$ cat config.mk
export PLATFORM = sky130hd
export DESIGN_NAME = ex_stage_flat
export DESIGN_NICKNAME = d
export VERILOG_FILES = /design/src/rtl/ex_stage_if.sv /design/src/rtl/ex_stage.sv /design/src/flat_wrapper.sv
export SDC_FILE = /design/constraint.sdc
export NUM_CORES = 2
export LEC_CHECK = 0
export BUFFER_PORTS_ARGS = -buffer_cell sky130_fd_sc_hd__buf_2
export CAP_MARGIN = 20
export CORE_UTILIZATION = 59
export CTS_CLUSTER_DIAMETER = 100
export DETAILED_ROUTE_END_ITERATION = 10
export PLACE_DENSITY = 0.84
export SETUP_SLACK_MARGIN = 0.3
export SKIP_CTS_REPAIR_TIMING = 1
export SYNTH_ARGS = -nofsm -noshare
export SYNTH_HDL_FRONTEND = slang
export SYNTH_SLANG_ARGS = --single-unit
$ cat constraint.sdc
create_clock -name clk -period 8.65 [get_ports clk]
set_input_delay 0 -clock clk [delete_from_list [all_inputs] [get_ports clk]]
set_output_delay 0 -clock clk [all_outputs]
set_load 0.02 [all_outputs]
$ cat src/rtl/ex_stage_if.sv
// Decode -> EX -> memory stage handshake and data-SRAM request bundle.
// The EX stage connects through the slave modport; its environment uses master.
interface ex_stage_if;
    logic        ds_to_es_valid;
    logic        es_allowin;
    logic [31:0] ds_pc;
    logic [18:0] ds_alu_op;
    logic [31:0] ds_alu_src1;
    logic [31:0] ds_alu_src2;
    logic [31:0] ds_rkd_value;
    logic        ds_res_from_mem;
    logic        ds_mem_we;
    logic        ds_rf_we;
    logic [4:0]  ds_rf_waddr;
    logic [7:0]  ds_mem_inst;

    logic        ms_allowin;
    logic        es_to_ms_valid;
    logic [31:0] es_pc;
    logic [31:0] es_alu_result;
    logic        es_rf_we;
    logic [4:0]  es_rf_waddr;
    logic        es_res_from_mem;
    logic [7:0]  es_mem_inst;

    logic        data_sram_en;
    logic [3:0]  data_sram_we;
    logic [31:0] data_sram_addr;
    logic [31:0] data_sram_wdata;

    modport master (
        output ds_to_es_valid, ds_pc, ds_alu_op, ds_alu_src1, ds_alu_src2,
               ds_rkd_value, ds_res_from_mem, ds_mem_we, ds_rf_we, ds_rf_waddr,
               ds_mem_inst, ms_allowin,
        input  es_allowin, es_to_ms_valid, es_pc, es_alu_result, es_rf_we,
               es_rf_waddr, es_res_from_mem, es_mem_inst,
               data_sram_en, data_sram_we, data_sram_addr, data_sram_wdata
    );

    modport slave (
        input  ds_to_es_valid, ds_pc, ds_alu_op, ds_alu_src1, ds_alu_src2,
               ds_rkd_value, ds_res_from_mem, ds_mem_we, ds_rf_we, ds_rf_waddr,
               ds_mem_inst, ms_allowin,
        output es_allowin, es_to_ms_valid, es_pc, es_alu_result, es_rf_we,
               es_rf_waddr, es_res_from_mem, es_mem_inst,
               data_sram_en, data_sram_we, data_sram_addr, data_sram_wdata
    );
endinterface

$ cat src/rtl/ex_stage.sv
// LoongArch execute stage: ALU, single-cycle multiplier, 32-step restoring
// divider, and data-SRAM request generation for loads and stores.
module ex_stage (
    input  logic       clk,
    input  logic       resetn,
    ex_stage_if.slave  bus
);
    localparam logic [1:0] DIV_IDLE = 2'd0;
    localparam logic [1:0] DIV_BUSY = 2'd1;
    localparam logic [1:0] DIV_DONE = 2'd2;

    function automatic logic [31:0] neg_if(input logic neg, input logic [31:0] v);
        return neg ? (~v + 32'd1) : v;
    endfunction

    logic        es_valid_q, es_valid_d;
    logic [31:0] pc_q, pc_d;
    logic [18:0] alu_op_q, alu_op_d;
    logic [31:0] src1_q, src1_d;
    logic [31:0] src2_q, src2_d;
    logic [31:0] rkd_q, rkd_d;
    logic        res_from_mem_q, res_from_mem_d;
    logic        mem_we_q, mem_we_d;
    logic        rf_we_q, rf_we_d;
    logic [4:0]  rf_waddr_q, rf_waddr_d;
    logic [7:0]  mem_inst_q, mem_inst_d;

    logic [1:0]  div_state_q, div_state_d;
    logic [5:0]  div_cnt_q, div_cnt_d;
    logic [31:0] div_rem_q, div_rem_d;
    logic [31:0] div_quo_q, div_quo_d;
    logic [31:0] div_b_q, div_b_d;
    logic        div_sign_a_q, div_sign_a_d;
    logic        div_sign_b_q, div_sign_b_d;

    logic        es_ready_go;
    logic        es_allowin;
    logic        es_to_ms_valid;
    logic        load;
    logic        is_div_op;
    logic        div_signed;

    assign is_div_op      = |alu_op_q[18:15];
    assign div_signed     = alu_op_q[15] | alu_op_q[17];
    assign es_ready_go    = is_div_op ? (div_state_q == DIV_DONE) : 1'b1;
    assign es_allowin     = !es_valid_q | (es_ready_go & bus.ms_allowin);
    assign es_to_ms_valid = es_valid_q & es_ready_go;
    assign load           = es_allowin & bus.ds_to_es_valid;

    always_comb begin
        es_valid_d     = es_allowin ? bus.ds_to_es_valid : es_valid_q;
        pc_d           = load ? bus.ds_pc           : pc_q;
        alu_op_d       = load ? bus.ds_alu_op       : alu_op_q;
        src1_d         = load ? bus.ds_alu_src1     : src1_q;
        src2_d         = load ? bus.ds_alu_src2     : src2_q;
        rkd_d          = load ? bus.ds_rkd_value    : rkd_q;
        res_from_mem_d = load ? bus.ds_res_from_mem : res_from_mem_q;
        mem_we_d       = load ? bus.ds_mem_we       : mem_we_q;
        rf_we_d        = load ? bus.ds_rf_we        : rf_we_q;
        rf_waddr_d     = load ? bus.ds_rf_waddr     : rf_waddr_q;
        mem_inst_d     = load ? bus.ds_mem_inst     : mem_inst_q;
    end

    // ALU and multiplier datapath, all combinational from latched operands
    logic signed [31:0] src1_s, src2_s;
    logic [31:0]        add_res, sub_res, slt_res, sltu_res;
    logic [31:0]        sll_res, srl_res, sra_res;
    logic signed [32:0] mul_a, mul_b;
    logic signed [63:0] mul_prod;

    assign src1_s   = src1_q;
    assign src2_s   = src2_q;
    assign add_res  = src1_q + src2_q;
    assign sub_res  = src1_q - src2_q;
    assign slt_res  = {31'd0, src1_s < src2_s};
    assign sltu_res = {31'd0, src1_q < src2_q};
    assign sll_res  = src1_q << src2_q[4:0];
    assign srl_res  = src1_q >> src2_q[4:0];
    assign sra_res  = src1_s >>> src2_q[4:0];

    // Only mulh.w sign-extends; mul.w low bits are identical either way
    assign mul_a    = {alu_op_q[13] & src1_q[31], src1_q};
    assign mul_b    = {alu_op_q[13] & src2_q[31], src2_q};
    assign mul_prod = 64'(mul_a) * 64'(mul_b);

    // Restoring divider step: magnitude dividend shifts out of div_quo_q
    logic [32:0] div_partial;
    logic        div_geq;
    logic [31:0] div_rem_sub;
    logic [31:0] div_quo_fix, div_rem_fix, div_res;

    assign div_partial = {div_rem_q, div_quo_q[31]};
    assign div_geq     = div_partial >= {1'b0, div_b_q};
    assign div_rem_sub = div_partial[31:0] - div_b_q;
    assign div_quo_fix = neg_if(div_sign_a_q ^ div_sign_b_q, div_quo_q);
    assign div_rem_fix = neg_if(div_sign_a_q, div_rem_q);
    assign div_res     = (alu_op_q[15] | alu_op_q[16]) ? div_quo_fix : div_rem_fix;

    always_comb begin
        div_state_d  = div_state_q;
        div_cnt_d    = div_cnt_q;
        div_rem_d    = div_rem_q;
        div_quo_d    = div_quo_q;
        div_b_d      = div_b_q;
        div_sign_a_d = div_sign_a_q;
        div_sign_b_d = div_sign_b_q;
        case (div_state_q)
            DIV_IDLE: begin
                if (es_valid_q && is_div_op) begin
                    div_sign_a_d = div_signed & src1_q[31];
                    div_sign_b_d = div_signed & src2_q[31];
                    div_quo_d    = neg_if(div_signed & src1_q[31], src1_q);
                    div_b_d      = neg_if(div_signed & src2_q[31], src2_q);
                    div_rem_d    = 32'd0;
                    div_cnt_d    = 6'd0;
                    div_state_d  = DIV_BUSY;
                end
            end
            DIV_BUSY: begin
                div_rem_d = div_geq ? div_rem_sub : div_partial[31:0];
                div_quo_d = {div_quo_q[30:0], div_geq};
                div_cnt_d = div_cnt_q + 6'd1;
                if (div_cnt_q == 6'd31) begin
                    div_state_d = DIV_DONE;
                end
            end
            DIV_DONE: begin
                if (es_to_ms_valid && bus.ms_allowin) begin
                    div_state_d = DIV_IDLE;
                end
            end
            default: div_state_d = DIV_IDLE;
        endcase
    end

    logic [31:0] alu_result;

    assign alu_result = ({32{alu_op_q[0]}}  & add_res)
                      | ({32{alu_op_q[1]}}  & sub_res)
                      | ({32{alu_op_q[2]}}  & slt_res)
                      | ({32{alu_op_q[3]}}  & sltu_res)
                      | ({32{alu_op_q[4]}}  & (src1_q & src2_q))
                      | ({32{alu_op_q[5]}}  & ~(src1_q | src2_q))
                      | ({32{alu_op_q[6]}}  & (src1_q | src2_q))
                      | ({32{alu_op_q[7]}}  & (src1_q ^ src2_q))
                      | ({32{alu_op_q[8]}}  & sll_res)
                      | ({32{alu_op_q[9]}}  & srl_res)
                      | ({32{alu_op_q[10]}} & sra_res)
                      | ({32{alu_op_q[11]}} & src2_q)
                      | ({32{alu_op_q[12]}} & mul_prod[31:0])
                      | ({32{alu_op_q[13] | alu_op_q[14]}} & mul_prod[63:32])
                      | ({32{is_div_op}}    & div_res);

    // Store strobes and lane-replicated write data
    logic       st_b, st_h, st_w;
    logic [3:0] we_raw;

    assign st_b = mem_inst_q[7];
    assign st_h = mem_inst_q[6];
    assign st_w = mem_inst_q[5];

    always_comb begin
        we_raw = 4'b0000;
        if (st_w) begin
            we_raw = 4'b1111;
        end else if (st_h) begin
            we_raw = alu_result[1] ? 4'b1100 : 4'b0011;
        end else if (st_b) begin
            we_raw = 4'b0001 << alu_result[1:0];
        end
    end

    assign bus.es_allowin      = es_allowin;
    assign bus.es_to_ms_valid  = es_to_ms_valid;
    assign bus.es_pc           = pc_q;
    assign bus.es_alu_result   = alu_result;
    assign bus.es_rf_we        = rf_we_q & es_valid_q;
    assign bus.es_rf_waddr     = rf_waddr_q;
    assign bus.es_res_from_mem = res_from_mem_q & es_valid_q;
    assign bus.es_mem_inst     = mem_inst_q;
    assign bus.data_sram_en    = es_valid_q & (res_from_mem_q | mem_we_q);
    assign bus.data_sram_we    = (es_valid_q & mem_we_q) ? we_raw : 4'b0000;
    assign bus.data_sram_addr  = alu_result;
    assign bus.data_sram_wdata = st_b ? {4{rkd_q[7:0]}}
                               : st_h ? {2{rkd_q[15:0]}}
                               : rkd_q;

    always_ff @(posedge clk) begin
        if (!resetn) begin
            es_valid_q     <= 1'b0;
            pc_q           <= '0;
            alu_op_q       <= '0;
            src1_q         <= '0;
            src2_q         <= '0;
            rkd_q          <= '0;
            res_from_mem_q <= 1'b0;
            mem_we_q       <= 1'b0;
            rf_we_q        <= 1'b0;
            rf_waddr_q     <= '0;
            mem_inst_q     <= '0;
            div_state_q    <= DIV_IDLE;
            div_cnt_q      <= '0;
            div_rem_q      <= '0;
            div_quo_q      <= '0;
            div_b_q        <= '0;
            div_sign_a_q   <= 1'b0;
            div_sign_b_q   <= 1'b0;
        end else begin
            es_valid_q     <= es_valid_d;
            pc_q           <= pc_d;
            alu_op_q       <= alu_op_d;
            src1_q         <= src1_d;
            src2_q         <= src2_d;
            rkd_q          <= rkd_d;
            res_from_mem_q <= res_from_mem_d;
            mem_we_q       <= mem_we_d;
            rf_we_q        <= rf_we_d;
            rf_waddr_q     <= rf_waddr_d;
            mem_inst_q     <= mem_inst_d;
            div_state_q    <= div_state_d;
            div_cnt_q      <= div_cnt_d;
            div_rem_q      <= div_rem_d;
            div_quo_q      <= div_quo_d;
            div_b_q        <= div_b_d;
            div_sign_a_q   <= div_sign_a_d;
            div_sign_b_q   <= div_sign_b_d;
        end
    end
endmodule

$ cat src/flat_wrapper.sv
// flat-port wrapper written by rule: the top's interface ports become plain ports
module ex_stage_flat 
  (clk, resetn, bus_ds_to_es_valid, bus_ds_pc, bus_ds_alu_op, bus_ds_alu_src1, bus_ds_alu_src2, bus_ds_rkd_value, bus_ds_res_from_mem, bus_ds_mem_we, bus_ds_rf_we, bus_ds_rf_waddr, bus_ds_mem_inst, bus_ms_allowin, bus_es_allowin, bus_es_to_ms_valid, bus_es_pc, bus_es_alu_result, bus_es_rf_we, bus_es_rf_waddr, bus_es_res_from_mem, bus_es_mem_inst, bus_data_sram_en, bus_data_sram_we, bus_data_sram_addr, bus_data_sram_wdata);
  ex_stage_if bus_i ();
  input  logic clk;
  input  logic resetn;
  input wire logic [$bits(bus_i.ds_to_es_valid)-1:0] bus_ds_to_es_valid;
  input wire logic [$bits(bus_i.ds_pc)-1:0] bus_ds_pc;
  input wire logic [$bits(bus_i.ds_alu_op)-1:0] bus_ds_alu_op;
  input wire logic [$bits(bus_i.ds_alu_src1)-1:0] bus_ds_alu_src1;
  input wire logic [$bits(bus_i.ds_alu_src2)-1:0] bus_ds_alu_src2;
  input wire logic [$bits(bus_i.ds_rkd_value)-1:0] bus_ds_rkd_value;
  input wire logic [$bits(bus_i.ds_res_from_mem)-1:0] bus_ds_res_from_mem;
  input wire logic [$bits(bus_i.ds_mem_we)-1:0] bus_ds_mem_we;
  input wire logic [$bits(bus_i.ds_rf_we)-1:0] bus_ds_rf_we;
  input wire logic [$bits(bus_i.ds_rf_waddr)-1:0] bus_ds_rf_waddr;
  input wire logic [$bits(bus_i.ds_mem_inst)-1:0] bus_ds_mem_inst;
  input wire logic [$bits(bus_i.ms_allowin)-1:0] bus_ms_allowin;
  output wire logic [$bits(bus_i.es_allowin)-1:0] bus_es_allowin;
  output wire logic [$bits(bus_i.es_to_ms_valid)-1:0] bus_es_to_ms_valid;
  output wire logic [$bits(bus_i.es_pc)-1:0] bus_es_pc;
  output wire logic [$bits(bus_i.es_alu_result)-1:0] bus_es_alu_result;
  output wire logic [$bits(bus_i.es_rf_we)-1:0] bus_es_rf_we;
  output wire logic [$bits(bus_i.es_rf_waddr)-1:0] bus_es_rf_waddr;
  output wire logic [$bits(bus_i.es_res_from_mem)-1:0] bus_es_res_from_mem;
  output wire logic [$bits(bus_i.es_mem_inst)-1:0] bus_es_mem_inst;
  output wire logic [$bits(bus_i.data_sram_en)-1:0] bus_data_sram_en;
  output wire logic [$bits(bus_i.data_sram_we)-1:0] bus_data_sram_we;
  output wire logic [$bits(bus_i.data_sram_addr)-1:0] bus_data_sram_addr;
  output wire logic [$bits(bus_i.data_sram_wdata)-1:0] bus_data_sram_wdata;
  assign bus_i.ds_to_es_valid = bus_ds_to_es_valid;
  assign bus_i.ds_pc = bus_ds_pc;
  assign bus_i.ds_alu_op = bus_ds_alu_op;
  assign bus_i.ds_alu_src1 = bus_ds_alu_src1;
  assign bus_i.ds_alu_src2 = bus_ds_alu_src2;
  assign bus_i.ds_rkd_value = bus_ds_rkd_value;
  assign bus_i.ds_res_from_mem = bus_ds_res_from_mem;
  assign bus_i.ds_mem_we = bus_ds_mem_we;
  assign bus_i.ds_rf_we = bus_ds_rf_we;
  assign bus_i.ds_rf_waddr = bus_ds_rf_waddr;
  assign bus_i.ds_mem_inst = bus_ds_mem_inst;
  assign bus_i.ms_allowin = bus_ms_allowin;
  assign bus_es_allowin = bus_i.es_allowin;
  assign bus_es_to_ms_valid = bus_i.es_to_ms_valid;
  assign bus_es_pc = bus_i.es_pc;
  assign bus_es_alu_result = bus_i.es_alu_result;
  assign bus_es_rf_we = bus_i.es_rf_we;
  assign bus_es_rf_waddr = bus_i.es_rf_waddr;
  assign bus_es_res_from_mem = bus_i.es_res_from_mem;
  assign bus_es_mem_inst = bus_i.es_mem_inst;
  assign bus_data_sram_en = bus_i.data_sram_en;
  assign bus_data_sram_we = bus_i.data_sram_we;
  assign bus_data_sram_addr = bus_i.data_sram_addr;
  assign bus_data_sram_wdata = bus_i.data_sram_wdata;
  ex_stage u_core (.clk(clk), .resetn(resetn), .bus(bus_i));
endmodule
* Yosys cells after proc, flatten, opt, wreduce, memory -nomap -nowiden
Index checks and enable logic that the tools add are counted.
Operators by class: add/subtract/negate cells 8, $mul 1, $lt $le $gt $ge 3, equal/unequal tests 6, shift-type cells 4, multiplexer cells 24, bitwise gates (word level) 54, reduce and logical (&&, ||, !) cells 9
Operator list (count):
- bitwise OR 32 bit | 15
- bitwise AND 32 bit | 14
- 2-to-1 mux 32 bit | 10
- inverter 32 bit | 5
- adder 32 x 1 -> 32 bit, second input constant | 4
- case mux 32 bit (2 select lines) | 2
- bitwise AND 32 x 1 -> 32 bit | 2
- < comparator 32 bit | 2
- multiplier 33 x 33 -> 64 bit | 1
- subtractor 32 bit | 2
- greater-or-equal comparator 33 x 32 -> 1 bit | 1
- adder 32 bit | 1
- << shifter 32 x 5 -> 32 bit | 1
- right shift 32 x 5 -> 32 bit | 1
- >>> shifter 32 x 5 -> 32 bit | 1
- bitwise XOR 32 bit | 1
- 2-to-1 mux 4 bit | 5
- case mux 6 bit (2 select lines) | 1
- bitwise AND 1 bit | 11
- adder 6 x 1 -> 6 bit, second input constant | 1
- == test 6 x 5 -> 1 bit, second input constant | 1
- 2-to-1 mux 2 bit | 3
- 2-to-1 mux 6 bit | 1
- case mux 2 bit (3 select lines) | 1
- 15 further kinds | 22
Word-level totals: register bits 270, output and inout port bits 150, word-level logic and storage cells 127

* Longest topological paths before layout
word-level depth 21, depth in mapped cells 34

* Worst setup path after synthesis
Ideal clock, no wire load.
path kind register -> output, start point register u_core.src2_q[3], end point output port bus_es_alu_result[24], arrival 9.681 ns, data required time 8.650 ns, path slack -1.031 ns, stages on the path, launching flop included 32, buffers on the path 8, cells stage by stage dfxtp_1 > clkbuf_1 > clkbuf_1 > buf_1 > clkbuf_1 > buf_1 > clkbuf_1 > and3_1 > fa_1 > fa_1 > fa_1 > inv_1 > fa_1 > inv_1 > fa_1 > fa_1 > fa_1 > inv_1 > fa_1 > inv_1 > ha_1 > clkbuf_1 > a21o_1 > a21o_1 > a221oi_1 > o221ai_1 > a2111o_1 > a31o_1 > a311o_1 > xnor2_1 > o21ai_1 > buf_4
Between the ends: longest elaborated chain between the ends 16, elaborated cells on any way between the ends 27
RTL lines:
- from (decl) | RTL line ex_stage.sv:20 | logic [31:0] src2_q, src2_d;
- from (signal assigned) | RTL line ex_stage.sv:213 | src2_q <= src2_d;
- adder 32 bit or subtractor 32 bit (tied branches) | RTL line ex_stage.sv:73, ex_stage.sv:74
- bitwise AND 32 bit (on tied branches) | RTL line ex_stage.sv:138, ex_stage.sv:139
- bitwise OR 32 bit | RTL line ex_stage.sv:139 | | ({32{alu_op_q[1]}} & sub_res)
- bitwise OR 32 bit | RTL line ex_stage.sv:140 | | ({32{alu_op_q[2]}} & slt_res)
- bitwise OR 32 bit | RTL line ex_stage.sv:141 | | ({32{alu_op_q[3]}} & sltu_res)
- bitwise OR 32 bit | RTL line ex_stage.sv:142 | | ({32{alu_op_q[4]}} & (src1_q & src2_q))
- bitwise OR 32 bit | RTL line ex_stage.sv:143 | | ({32{alu_op_q[5]}} & ~(src1_q | src2_q))
- bitwise OR 32 bit | RTL line ex_stage.sv:144 | | ({32{alu_op_q[6]}} & (src1_q | src2_q))
- bitwise OR 32 bit | RTL line ex_stage.sv:145 | | ({32{alu_op_q[7]}} & (src1_q ^ src2_q))
- bitwise OR 32 bit | RTL line ex_stage.sv:146 | | ({32{alu_op_q[8]}} & sll_res)
- bitwise OR 32 bit | RTL line ex_stage.sv:147 | | ({32{alu_op_q[9]}} & srl_res)
- bitwise OR 32 bit | RTL line ex_stage.sv:148 | | ({32{alu_op_q[10]}} & sra_res)
- bitwise OR 32 bit | RTL line ex_stage.sv:149 | | ({32{alu_op_q[11]}} & src2_q)
- bitwise OR 32 bit | RTL line ex_stage.sv:150 | | ({32{alu_op_q[12]}} & mul_prod[31:0])
- bitwise OR 32 bit (*) | RTL line ex_stage.sv:151 | | ({32{alu_op_q[13] | alu_op_q[14]}} & mul_prod[63:32])
- bitwise OR 32 bit (*) | RTL line ex_stage.sv:152 | | ({32{is_div_op}} & div_res);
- to (decl) | RTL line flat_wrapper.sv:22 | output wire logic [$bits(bus_i.es_alu_result)-1:0] bus_es_alu_result;
Mark *: on every way between the ends. The rest lies on a longest branch, timed or not.

* Worst setup path after layout
start point register u_core.src1_q[0], end point output port bus_data_sram_we[0]
Between the ends: longest elaborated chain between the ends 21, elaborated cells on any way between the ends 45
RTL lines:
- from (decl) | RTL line ex_stage.sv:19 | logic [31:0] src1_q, src1_d;
- from (signal assigned) | RTL line ex_stage.sv:212 | src1_q <= src1_d;
- adder 32 bit or subtractor 32 bit (tied branches) | RTL line ex_stage.sv:73, ex_stage.sv:74
- bitwise AND 32 bit (on tied branches) | RTL line ex_stage.sv:138, ex_stage.sv:139
- bitwise OR 32 bit | RTL line ex_stage.sv:139
- bitwise OR 32 bit | RTL line ex_stage.sv:140
- bitwise OR 32 bit | RTL line ex_stage.sv:141
- bitwise OR 32 bit | RTL line ex_stage.sv:142
- bitwise OR 32 bit | RTL line ex_stage.sv:143
- bitwise OR 32 bit | RTL line ex_stage.sv:144
- (+5 left out)
- bitwise OR 32 bit | RTL line ex_stage.sv:150
- bitwise OR 32 bit (*) | RTL line ex_stage.sv:151
- bitwise OR 32 bit (*) | RTL line ex_stage.sv:152
- << shifter 1 x 2 -> 4 bit | RTL line ex_stage.sv:169 | we_raw = 4'b0001 << alu_result[1:0];
- 2-to-1 mux 4 bit | RTL line ex_stage.sv:168 | end else if (st_b) begin
- 2-to-1 mux 4 bit (*) | RTL line ex_stage.sv:166 | end else if (st_h) begin
- 2-to-1 mux 4 bit (*) | RTL line ex_stage.sv:164 | if (st_w) begin
- 2-to-1 mux 4 bit (*) | RTL line ex_stage.sv:182 | assign bus.data_sram_we = (es_valid_q & mem_we_q) ? we_raw : 4'b0000;
- to (decl) | RTL line flat_wrapper.sv:28 | output wire logic [$bits(bus_i.data_sram_we)-1:0] bus_data_sram_we;
Marked as above.

==> results_tabular.tex <==
\begin{tabular}{lr}
\hline
Metric & Value \\
\hline
\multicolumn{2}{l}{\textbf{Critical path}} \\
Sum of buffers and inverters on the critical path & 8 \\
Critical Path Slowest Stage Cell & sky130\_fd\_sc\_hd\_\_fa\_1 \\
Endpoint kind of the worst setup timing path & output port \\
Number of cells on the critical path & 26 \\
FF-to-FF End & u\_core.div\_b\_q[30] \\
R2R depth & 14 \\
Start point of the critical path & u\_core.src1\_q[0] \\
Launching point of the worst reg2reg path & u\_core.src2\_q[1] \\
Critical path peak fanout & 5 \\
Most prevalent standard cell on the critical path & sky130\_fd\_sc\_hd\_\_fa\_1 \\
Cell family with the largest share of critical-path delay & adder cells \\
Kind of critical path & register to output port \\
Register-to-register path setup slack & 4470 ps \\
Required time at the worst-slack endpoint & 8650 ps \\
Arrival time worst endpoint & 8970 ps \\
End point of the critical path & bus\_data\_sram\_we[0] \\
Largest stage delay, worst path & 530 ps \\
Type of element launching the critical path & register \\
\multicolumn{2}{l}{\textbf{Outcome}} \\
Failing checks & setup timing \\
Result of the run & complete, but fails checks \\
\multicolumn{2}{l}{\textbf{STA}} \\
Worst max-slew margin expressed relative to the limit & 0.07388 \\
Number of endpoints with negative hold slack in the final report & 0 \\
Fin Setup TNS & -7221 ps \\
Post-Route Hold Slack & 97.04 ps \\
Final critical delay including setup and external delays & 8970 ps \\
Timing-limited maximum frequency & 0.1115 GHz \\
Unrepaired setup endpoints after global routing & true \\
Worst setup skew after layout & 24.94 ps \\
Worst slew pin tran & 1380 ps \\
Number of pins exceeding their max-slew limit in the final report & 0 \\
Final critical-path setup slack & -320.0 ps \\
Final cycle utilization of the critical path & 1.037 \\
Final Setup Violations & 47 \\
\multicolumn{2}{l}{\textbf{Route}} \\
Met1 wire length & 97.63 mm \\
Count of unresolved DRC violations after routing & 0 \\
Count of vias placed by the detailed router & 64.80k \\
Number of iterations in the first detailed-routing pass & 9 \\
Wire length on met3 & 53.26 mm \\
DR vias/cell & 6.733 \\
Drt wl/cell & 31.77 um \\
1st-iter DRT viols & 9558 \\
Wire length after detailed routing & 305.8 mm \\
Amount of wire on met2 after detailed routing & 121.3 mm \\
Uppermost metal layer occupied by signal nets & met5 \\
Post-route ant nets & 0 \\
\multicolumn{2}{l}{\textbf{Clock tree}} \\
CTS root buffer & sky130\_fd\_sc\_hd\_\_clkbuf\_16 \\
Num CTS Buffers & 37 \\
Clock Latency Late Sink & 610 ps \\
Clock transition time at the flip-flop clock pins of the worst setup and hold paths & 60 ps \\
\# H-tree levels & 2 \\
Clock sink count & 270 \\
Maximum buffer depth of the clock tree & 3 \\
Clock tree from TritonCTS & built \\
\multicolumn{2}{l}{\textbf{GRT}} \\
Congestion Overflow GR & 0 \\
Gr usage total & 0.5366 \\
Global-route wire length before repair & 410.1 mm \\
Maximum number of pins on one net before global-route repair & 101 \\
Number of global-route vias before repair & 61.36k \\
Initial antenna violation count & 27 \\
\multicolumn{2}{l}{\textbf{Power and ir drop}} \\
Leak pwr & 33.79 nW \\
Worst ir drop on vdd & 194.8 uV \\
PnR Total Power & 0.009080 W \\
Cell Pwr Density & 123.7 nW/um\^{}2 \\
\multicolumn{2}{l}{\textbf{Run}} \\
Max-capacitance violation count & 0 \\
\multicolumn{2}{l}{\textbf{Final layout}} \\
Number of nets in the final layout & 9852 \\
Share of final-layout standard cells stronger than drive strength 1 & 0.1744 \\
P\&R area growth vs syn & 19.47\% \\
\multicolumn{2}{l}{\textbf{Floorplan}} \\
Placeable Area & 102500 sq um \\
Horiz. Die Dim & 324.7 um \\
Die outline height & 324.7 um \\
Number of placement rows & 117 \\
Die Area & 105400 sq um \\
Effective utilization at floorplan & 0.5995 \\
I/O pins & 317 \\
\multicolumn{2}{l}{\textbf{Placement}} \\
Input/output buffers & 316 \\
Weighted congestion reported at the end of routability-driven placement & 1.129 \\
Detailed Place HPWL & 224.9 mm \\
Worst-case setup slack after placement & -516.1 ps \\
\multicolumn{2}{l}{\textbf{Synth}} \\
Ys async rst share & 0 \\
Total of warnings raised by yosys & 0 \\
Post-synth top area cell & sky130\_fd\_sc\_hd\_\_fa\_1 \\
Post-Synthesis Net Count & 9218 \\
Number of synthesized flops with an enable pin & 0 \\
Top cell type's share of synthesized area & 0.3676 \\
Flip-flop cell with the highest count after synthesis & sky130\_fd\_sc\_hd\_\_dfxtp\_1 \\
Cell area after synthesis & 61430 sq um \\
Sequential area share after synthesis & 0.08799 \\
Average size of a mapped cell & 8.107 sq um \\
Leading post-synthesis cells by cell area & sky130\_fd\_sc\_hd\_\_fa\_1 (37\%), sky130\_fd\_sc\_hd\_\_dfxtp\_1 (8.8\%), sky130\_fd\_sc\_hd\_\_inv\_1 (7.9\%) \\
Number of standard cells after synthesis & 7577 \\
Synthesized flop and latch total & 270 \\
Number of distinct library cell variants in the gate-level netlist after synthesis & 93 \\
\multicolumn{2}{l}{\textbf{Min path}} \\
Worst hold path class & input port to register \\
\hline
\end{tabular}
-- routing by layer --
| metal | up-vias | global-route usage |
|---|---|---|
| met5 | - | 0 |
| met3 | 2115 | 0.2386 |
| li1 | 25204 | - |
| met2 | 6435 | 0.7536 |
| met1 | 31026 | 0.6431 |
| met4 | 22 | 0.4099 |
-- where the power goes --
group | internal (W) | switching (W)
combinational | 0.00207 | 0.00384
sequential | 0.00132 | 0.000120
clock | 0.000980 | 0.000751
-- cell families (layout without fill, tap and decap cells) --
family / after synthesis / after routing / synth area share
multiplexers: 169 / 169 / 0.03607
adder cells (fa/ha/maj): 1474 / 1474 / 0.4381
other: 0 / 18 / 0
buffers and inverters: 1856 / 2517 / 0.1163
AO/OA/AOI/OAI: 1227 / 1227 / 0.1279
flip-flops: 270 / 270 / 0.08799
XOR/XNOR: 238 / 238 / 0.03461
AND/OR/NAND/NOR: 2343 / 2343 / 0.1590
-- worst min-delay path: stages --
cell	delay [ps]
sky130_fd_sc_hd__buf_2	120
sky130_fd_sc_hd__nand2_1	320
sky130_fd_sc_hd__a21oi_1	200
-- sequential cells by signal, summed over array words and instances, names as in the netlist, 5 cells and up --
| signal | cells |
|---|---|
| u_core.src1_q | 32 |
| u_core.rkd_q | 32 |
| u_core.alu_op_q | 19 |
| u_core.bus.es_rf_waddr | 5 |
| u_core.src2_q | 32 |
| u_core.bus.es_pc | 32 |
| u_core.div_rem_q | 32 |
| u_core.div_b_q | 32 |
| u_core.bus.es_mem_inst | 8 |
| u_core.div_quo_q | 32 |
| u_core.div_cnt_q | 6 |
-- cells in the mapped netlist (all sizes together), types with 110 or more instances --
cell type	instances
inv	1293
nand2	1235
fa	1128
nor2	708
a21oi	439
clkbuf	372
ha	346
dfxtp	270
o21ai	218
xnor2	173
buf	165
mux2i	110
-- worst min-delay path by stage --
stage / from / to / slack [ps] / depth (start not counted)
6_report: bus_ds_alu_src2[9] / u_core.src2_q[9] / 100 / 3
5_1_grt: bus_ds_alu_src2[9] / u_core.src2_q[9] / 70 / 3
4_1_cts: bus_ds_alu_src1[13] / u_core.src1_q[13] / -380 / 3
3_5_place_dp: bus_ds_pc[16] / u_core.bus.es_pc[16] / 240 / 3
3_3_place_gp: bus_ds_pc[31] / u_core.bus.es_pc[31] / 240 / 3
2_1_floorplan: resetn / u_core.div_state_q[0] / 120 / 1
-- metrics by stage --
stage / instance area (sq um) / util / std cells
5_1_grt: 73350 / 0.7158 / 9607
4_1_cts: 68070 / 0.6642 / 9256
3_5_place_dp: 66750 / 0.6514 / 9190
3_3_place_gp: 66750 / 0.6514 / 9190
6_report: 73390 / 0.7162 / 9624
2_1_floorplan: 61700 / - / 7577
-- layout make-up --
class,count,area (sq um)
Timing Repair inverter,1,5.005
Clock buffer,49,1072
Antenna cell,18,45.04
Clock inverter,17,240.2
Timing Repair Buffer,1131,9594
Inverter,1319,5092
Sequential cell,270,5515
Tap cell,1368,1712
Multi-Input combinational cell,5451,50110
Fill cell,7448,29090
-- cell usage in the layout (no fill, tap or decap), drive strengths merged, types with 45 or more instances in the layout --
cell and count:
dfxtp 270, a21o 50, nor3 61, a211oi 68
nand2 1235, buf 947, a31oi 45, nand3 86
ha 346, a21oi 439, inv 1281, xnor2 173
a22oi 45, dlygate4sd3 169, o21ai 218, fa 1128
clkbuf 64, mux2i 110, nor2 708, xor2 62
Note: power is estimated with default switching activity, not from simulation.
